===== src/rtl/alu_pkg.sv =====
// rtl/alu_pkg.sv - op codes, FSM states and op classification for seq_alu
package alu_pkg;

  typedef enum logic [3:0] {
    OP_AND   = 4'b0000,
    OP_OR    = 4'b0001,
    OP_ADD   = 4'b0010,
    OP_SLT   = 4'b0011,
    OP_XOR   = 4'b0100,
    OP_SUB   = 4'b0110,
    OP_SLTU  = 4'b0111,
    OP_MUL   = 4'b1000,
    OP_MULHU = 4'b1001,
    OP_DIVU  = 4'b1010,
    OP_REMU  = 4'b1011,
    OP_SLL   = 4'b1100,
    OP_SRL   = 4'b1101,
    OP_SRA   = 4'b1110
  } alu_op_e;

  typedef enum logic [1:0] {
    ST_IDLE = 2'd0,
    ST_BUSY = 2'd1,
    ST_DONE = 2'd2
  } state_e;

  // MUL, MULHU, DIVU and REMU all live in the 10xx code space
  function automatic logic is_multicycle(input logic [3:0] op);
    return op[3:2] == 2'b10;
  endfunction

endpackage


===== src/rtl/seq_muldiv.sv =====
// rtl/seq_muldiv.sv - iterative shift-add multiplier / restoring divider
module seq_muldiv #(
  parameter int WIDTH = 32
) (
  input  logic             clk,
  input  logic             rst_n,
  input  logic             start,
  input  logic             is_div,
  input  logic [WIDTH-1:0] op_a,
  input  logic [WIDTH-1:0] op_b,
  output logic             busy,
  output logic             done,
  output logic [WIDTH-1:0] hi,
  output logic [WIDTH-1:0] lo
);

  localparam int CNT_W = $clog2(WIDTH) + 1;

  logic [CNT_W-1:0] cnt;
  logic             div_q;
  logic [WIDTH-1:0] b_q;
  logic [WIDTH:0]   mul_sum;
  logic [WIDTH:0]   div_sh;
  logic [WIDTH:0]   div_diff;

  // hi/lo: product high/low for multiply, remainder/quotient for divide
  always_comb begin
    mul_sum  = {1'b0, hi} + (lo[0] ? {1'b0, b_q} : '0);
    div_sh   = {hi, lo[WIDTH-1]};
    div_diff = div_sh - {1'b0, b_q};
  end

  assign done = busy && (cnt == CNT_W'(WIDTH - 1));

  always_ff @(posedge clk or negedge rst_n) begin
    if (!rst_n) begin
      busy  <= 1'b0;
      cnt   <= '0;
      div_q <= 1'b0;
      b_q   <= '0;
      hi    <= '0;
      lo    <= '0;
    end else if (start) begin
      busy  <= 1'b1;
      cnt   <= '0;
      div_q <= is_div;
      b_q   <= op_b;
      hi    <= '0;
      lo    <= op_a;
    end else if (busy) begin
      cnt <= cnt + CNT_W'(1);
      if (done) busy <= 1'b0;
      if (div_q) begin
        // a zero divisor never restores, yielding all-ones quotient and rem = op_a
        if (!div_diff[WIDTH]) begin
          hi <= div_diff[WIDTH-1:0];
          lo <= {lo[WIDTH-2:0], 1'b1};
        end else begin
          hi <= div_sh[WIDTH-1:0];
          lo <= {lo[WIDTH-2:0], 1'b0};
        end
      end else begin
        hi <= mul_sum[WIDTH:1];
        lo <= {mul_sum[0], lo[WIDTH-1:1]};
      end
    end
  end

endmodule


===== src/rtl/seq_alu.sv =====
// rtl/seq_alu.sv - handshaked ALU with single-cycle ops and iterative mul/div
module seq_alu
  import alu_pkg::*;
#(
  parameter int WIDTH   = 32,
  parameter int SHAMT_W = $clog2(WIDTH)
) (
  input  logic             clk,
  input  logic             rst_n,
  input  logic             in_valid,
  output logic             in_ready,
  input  logic [WIDTH-1:0] op1,
  input  logic [WIDTH-1:0] op2,
  input  logic [3:0]       alu_op,
  output logic             out_valid,
  input  logic             out_ready,
  output logic [WIDTH-1:0] result,
  output logic             zero,
  output logic             div_by_zero
);

  state_e           state;
  alu_op_e          op_q;
  logic [WIDTH-1:0] op1_q;
  logic [WIDTH-1:0] op2_q;
  logic             dbz_q;
  logic             accept;
  logic             md_start;
  logic             md_busy;
  logic             md_done;
  logic [WIDTH-1:0] md_hi;
  logic [WIDTH-1:0] md_lo;
  logic [WIDTH-1:0] alu_res;
  logic [SHAMT_W-1:0] shamt;

  assign in_ready  = (state == ST_IDLE);
  assign out_valid = (state == ST_DONE);
  assign accept    = in_valid && in_ready;
  assign md_start  = accept && is_multicycle(alu_op);
  assign shamt     = op2_q[SHAMT_W-1:0];

  seq_muldiv #(.WIDTH(WIDTH)) u_muldiv (
    .clk    (clk),
    .rst_n  (rst_n),
    .start  (md_start),
    .is_div (alu_op[1]),
    .op_a   (op1),
    .op_b   (op2),
    .busy   (md_busy),
    .done   (md_done),
    .hi     (md_hi),
    .lo     (md_lo)
  );

  always_comb begin
    alu_res = '0;
    case (op_q)
      OP_AND:   alu_res = op1_q & op2_q;
      OP_OR:    alu_res = op1_q | op2_q;
      OP_ADD:   alu_res = op1_q + op2_q;
      OP_SUB:   alu_res = op1_q - op2_q;
      OP_XOR:   alu_res = op1_q ^ op2_q;
      OP_SLT:   alu_res = WIDTH'($signed(op1_q) < $signed(op2_q));
      OP_SLTU:  alu_res = WIDTH'(op1_q < op2_q);
      OP_SLL:   alu_res = op1_q << shamt;
      OP_SRL:   alu_res = op1_q >> shamt;
      OP_SRA:   alu_res = $unsigned($signed(op1_q) >>> shamt);
      OP_MUL,
      OP_DIVU:  alu_res = md_lo;
      OP_MULHU,
      OP_REMU:  alu_res = md_hi;
      default:  alu_res = '0;
    endcase
  end

  assign result      = out_valid ? alu_res : '0;
  assign zero        = out_valid && (alu_res == '0);
  assign div_by_zero = out_valid && dbz_q;

  always_ff @(posedge clk or negedge rst_n) begin
    if (!rst_n) begin
      state <= ST_IDLE;
      op_q  <= OP_AND;
      op1_q <= '0;
      op2_q <= '0;
      dbz_q <= 1'b0;
    end else begin
      case (state)
        ST_IDLE: begin
          if (in_valid) begin
            op_q  <= alu_op_e'(alu_op);
            op1_q <= op1;
            op2_q <= op2;
            dbz_q <= (alu_op[3:1] == 3'b101) && (op2 == '0);
            state <= is_multicycle(alu_op) ? ST_BUSY : ST_DONE;
          end
        end
        // leaving on !md_busy as well keeps the FSM from wedging if the engine idles
        ST_BUSY: if (md_done || !md_busy) state <= ST_DONE;
        ST_DONE: if (out_ready) state <= ST_IDLE;
        default: state <= ST_IDLE;
      endcase
    end
  end

endmodule


===== config.mk =====
export PLATFORM = sky130hd
export DESIGN_NAME = seq_alu
export DESIGN_NICKNAME = d
export VERILOG_FILES = /design/src/rtl/alu_pkg.sv /design/src/rtl/seq_muldiv.sv /design/src/rtl/seq_alu.sv
export SDC_FILE = /design/constraint.sdc
export NUM_CORES = 1
export LEC_CHECK = 0
export CELL_PAD_IN_SITES_DETAIL_PLACEMENT = 0
export CELL_PAD_IN_SITES_GLOBAL_PLACEMENT = 1
export CORE_MARGIN = 2
export CORE_UTILIZATION = 42
export CTS_CLUSTER_SIZE = 10
export DETAILED_ROUTE_END_ITERATION = 16
export GPL_TIMING_DRIVEN = 0
export PLACE_DENSITY_LB_ADDON = 0.1
export SYNTH_ARGS = -nofsm -noshare
export SYNTH_HDL_FRONTEND = slang
export SYNTH_SLANG_ARGS = --single-unit
export TNS_END_PERCENT = 5

===== constraint.sdc =====
create_clock -name clk -period 4.32 [get_ports clk]
set_input_delay 0.648 -clock clk [delete_from_list [all_inputs] [get_ports clk]]
set_output_delay 0.648 -clock clk [all_outputs]
set_load 0.05 [all_outputs]

==> results.md <==
- Post-synthesis xor/xnor area fraction: 0.0244
- CTS clk-pin slew, worst paths: around 0.080 ns
- Crit-path leading delay family: simple AND/OR/NAND/NOR gates
- Crit-path cells: clkbuf_16, buf_8, mux2_4, nand2_1, o22ai_1, or3_1, a221oi_2, nand4_1, nor4b_4, nand3_2, nor3_2, nand4_1, nor4_4, buf_6
- Final min period: about 5.8 ns
- Post-Synth Adder-Cell Area: 0.0978
- Synth Area in Simple Gates: 0.203
- Die height: 233 um
- Post-synthesis cell count: ~2,900
- Largest family of logic cells by synthesized area: compound AO/OA/AOI/OAI gates
- Critical path buffers and inverters: 3
- DP HPWL: just over 100,000 um
- Setup TNS: -13.65 ns
- GRT Total Usage: 0.475
- Root buf cell: clkbuf_16
- Tightest Pin Transition: about 1.3 ns
- Main synth FF type: dfrtp_1
- Worst Path Max Fanout: 10
- Fin. max-slew vios: 0
- Required time worst endpoint: around 3.7 ns
- DRC viols: 0
- Pin count of the biggest net entering global routing: 95
- Worst path depth: 14
- Maxcap violations: 0
- Worst path max stage delay: about 0.56 ns
- Iteration-0 DRC count of the detailed router: ~3,400
- Die area: 0.0541 sq mm
- Area Overhead vs Synth: 22.0%
- Post-synthesis sequential area ratio: 0.200
- Num rows: a little over 80
- Ys Warns: 0
- I/O Pins: roughly 110
- Total number of vias: about 27,000
- Non-filler instance count after layout: about 3,700
- Vias in the first global route: between 20,000 and 30,000
- Effective utilization at floorplan: 0.426
- Number of flops mapped to enable cells by yosys: 0
- Final setup fails: 29
- Setup WS pre-CTS: -2.88 ns
- Layout cells sized above 1: 0.191
- Vias per cell: approximately 7
- Post-synth top area share: 0.200
- NumNets Final: ~3,300
- Ys async rst share: 1.00
- Fmax: 0.174 GHz
- First-pass detailed-route iteration total: 6
- Synth unique cells: just under 100
- Synth area leaders: dfrtp_1 20%, ha_1 9.4%, o21ai_0 7.1%
- Max-slew headroom: 0.0967
- Final ANT Viol Nets: 0
- Hold/Removal Path Class: primary input to async pin
- First-pass GRT wire length: 184,000 um
- Final worst setup slack: -1.43 ns
- PortBufs: about 110
- GR Overflow Total: 0
- WL final: between 100,000 and 150,000 um
- CTS Sinks: between 150 and 200
- Synthesized area: between 0.02 and 0.025 sq mm
- FF-to-FF path depth: 15
- Worst-Skew Late Latency: 0.48 ns
- Final GP Congestion: roughly 1.1
- Final period util: 1.33
- Final hold viol count: 0
- WHS: approximately 0.2 ns
- Core area: between 0.05 and 0.06 sq mm
- Syn Nets: around 3,100
- Outcome: finished with violations
- CTS Buf Count: 17
- RSZ-0062 raised after global routing: true
- WL per Instance: approximately 35 um
- H-tree lvl count: 4
- FF+latch count, synth: roughly 180
- Initial antenna violation count: 9
- Slowest CP cell: nor4b_4
- Clk buf depth: 2
- Synth area leader: dfrtp_1
- Final setup skew: 0.0111 ns
- Mapped Avg Cell Area: about 7.6 sq um
- Critical setup path kind: flop to output pin
- Die width: about 230 um
- CP Capture Type: output pin
- Violated checks: negative setup slack
- Compound-gate portion of the synthesized area: 0.286
- Arrival @ worst endpoint: 5.10 ns
- TritonCTS clock tree: built
- Top cell by count, worst path: nand4_1
- Placed instance count: 3,658
- Post-synthesis mux area share: 0.122
- Critical path startpoint category: flop
[final cells by class]
| class | count | area, sq um |
|---|---|---|
| Fill cell | 5012 | 24700 |
| Multi-Input combinational cell | 2328 | 17400 |
| Sequential cell | 175 | 4410 |
| Timing Repair Buffer | 169 | 1570 |
| Buffer | 217 | 1420 |
| Tap cell | 680 | 851 |
| Inverter | 140 | 561 |
| Clock buffer | 17 | 425 |
| Clock inverter | 15 | 149 |
| Antenna cell | 6 | 15.0 |
[metal layers]
metal	wire length, um	vias up	GRT usage
met2	56000	2133	0.725
met3	14900	636	0.136
li1	-	10900	-
met5	32	-	0
met4	12100	4	0.362
met1	47500	12900	0.563
[synthesized netlist by cell type (all sizes together), types with 28 or more instances]
cell,instances
nand2,373
o21ai,320
nor2,219
dfrtp,175
clkbuf,174
a21oi,172
ha,165
inv,138
mux2i,97
mux4,61
nand3,60
and2,58
a21o,55
buf,51
nor3,51
o211ai,41
xnor2,35
a31oi,33
a211oi,32
a22oi,30
o21a,29
mux2,28
[placed cells by master, fill, tap and decap left out, types with 26 or more instances in the layout]
master | synthesis | final
buf_4 | 7 | 72
a31oi_1 | 33 | 28
clkdlybuf4s50_1 | 0 | 73
nor2_1 | 219 | 207
o21ai_0 | 312 | 300
and2_1 | 58 | 56
mux2i_1 | 96 | 86
a21o_1 | 55 | 53
nand2_1 | 373 | 373
o211ai_1 | 41 | 41
mux4_2 | 60 | 60
nor3_1 | 50 | 42
o21a_1 | 29 | 26
nand3_1 | 60 | 56
mux2_2 | 26 | 26
a21oi_1 | 172 | 148
clkbuf_1 | 172 | 77
clkbuf_2 | 1 | 50
ha_1 | 165 | 152
clkbuf_4 | 1 | 27
dfrtp_1 | 175 | 150
buf_2 | 23 | 27
xnor2_1 | 35 | 35
inv_1 | 137 | 132
[sequential cells by signal, indices dropped and copies added (netlist names), 2 cells and up]
name / flops
u_muldiv.hi: 32
state: 2
u_muldiv.cnt: 6
u_muldiv.b_q: 32
op1_q: 32
op_q: 4
u_muldiv.lo: 32
op2_q: 32
[logic make-up (layout without fill, tap and decap cells)]
| logic type | Yosys count | in the layout |
|---|---|---|
| AOI/OAI and AO/OA | 963 | 963 |
| DFF | 175 | 175 |
| xor gates and xnor gates | 61 | 61 |
| buffers and inverters | 365 | 558 |
| adders and majority gates | 169 | 169 |
| and+or+nand+nor | 949 | 949 |
| muxes | 186 | 186 |
| other | 0 | 6 |
[stage by stage]
step,cell area [sq um],util
6_report,26800,0.520
5_1_grt,26800,0.519
4_1_cts,26300,0.511
3_5_place_dp,24100,0.467
3_3_place_gp,24000,0.466
2_1_floorplan,22100,-
[what timing repair did]
item | in CTS | in global routing
setup endpoints to repair | 66 | 65
gates resized for setup | 458 | 147
buffers inserted | 50 | 9
pin swaps | 46 | 31
cloned | 0 | 0
hold buffers | 0 | 0
[path summary, 6_finish.rpt]
path	from	endpoint	slack (ns)
worst max-delay path	op2_q[0]$_DFFE_PN0P_	zero	-1.43
worst max register to register	u_muldiv.lo[31]$_DFFE_PN0P_	u_muldiv.hi[22]$_DFFE_PN0P_	0.05
min in group clk	dbz_q$_DFFE_PN0P_	dbz_q$_DFFE_PN0P_	0.48
worst min register to register	dbz_q$_DFFE_PN0P_	dbz_q$_DFFE_PN0P_	0.48
worst min-delay path	rst_n	u_muldiv.b_q[6]$_DFFE_PN0P_	0.20
max in group asynchronous	rst_n	op1_q[17]$_DFFE_PN0P_	3.16
Power is not shown: default switching activity piles up to over one toggle a cycle in this logic, so the estimate is an artifact.
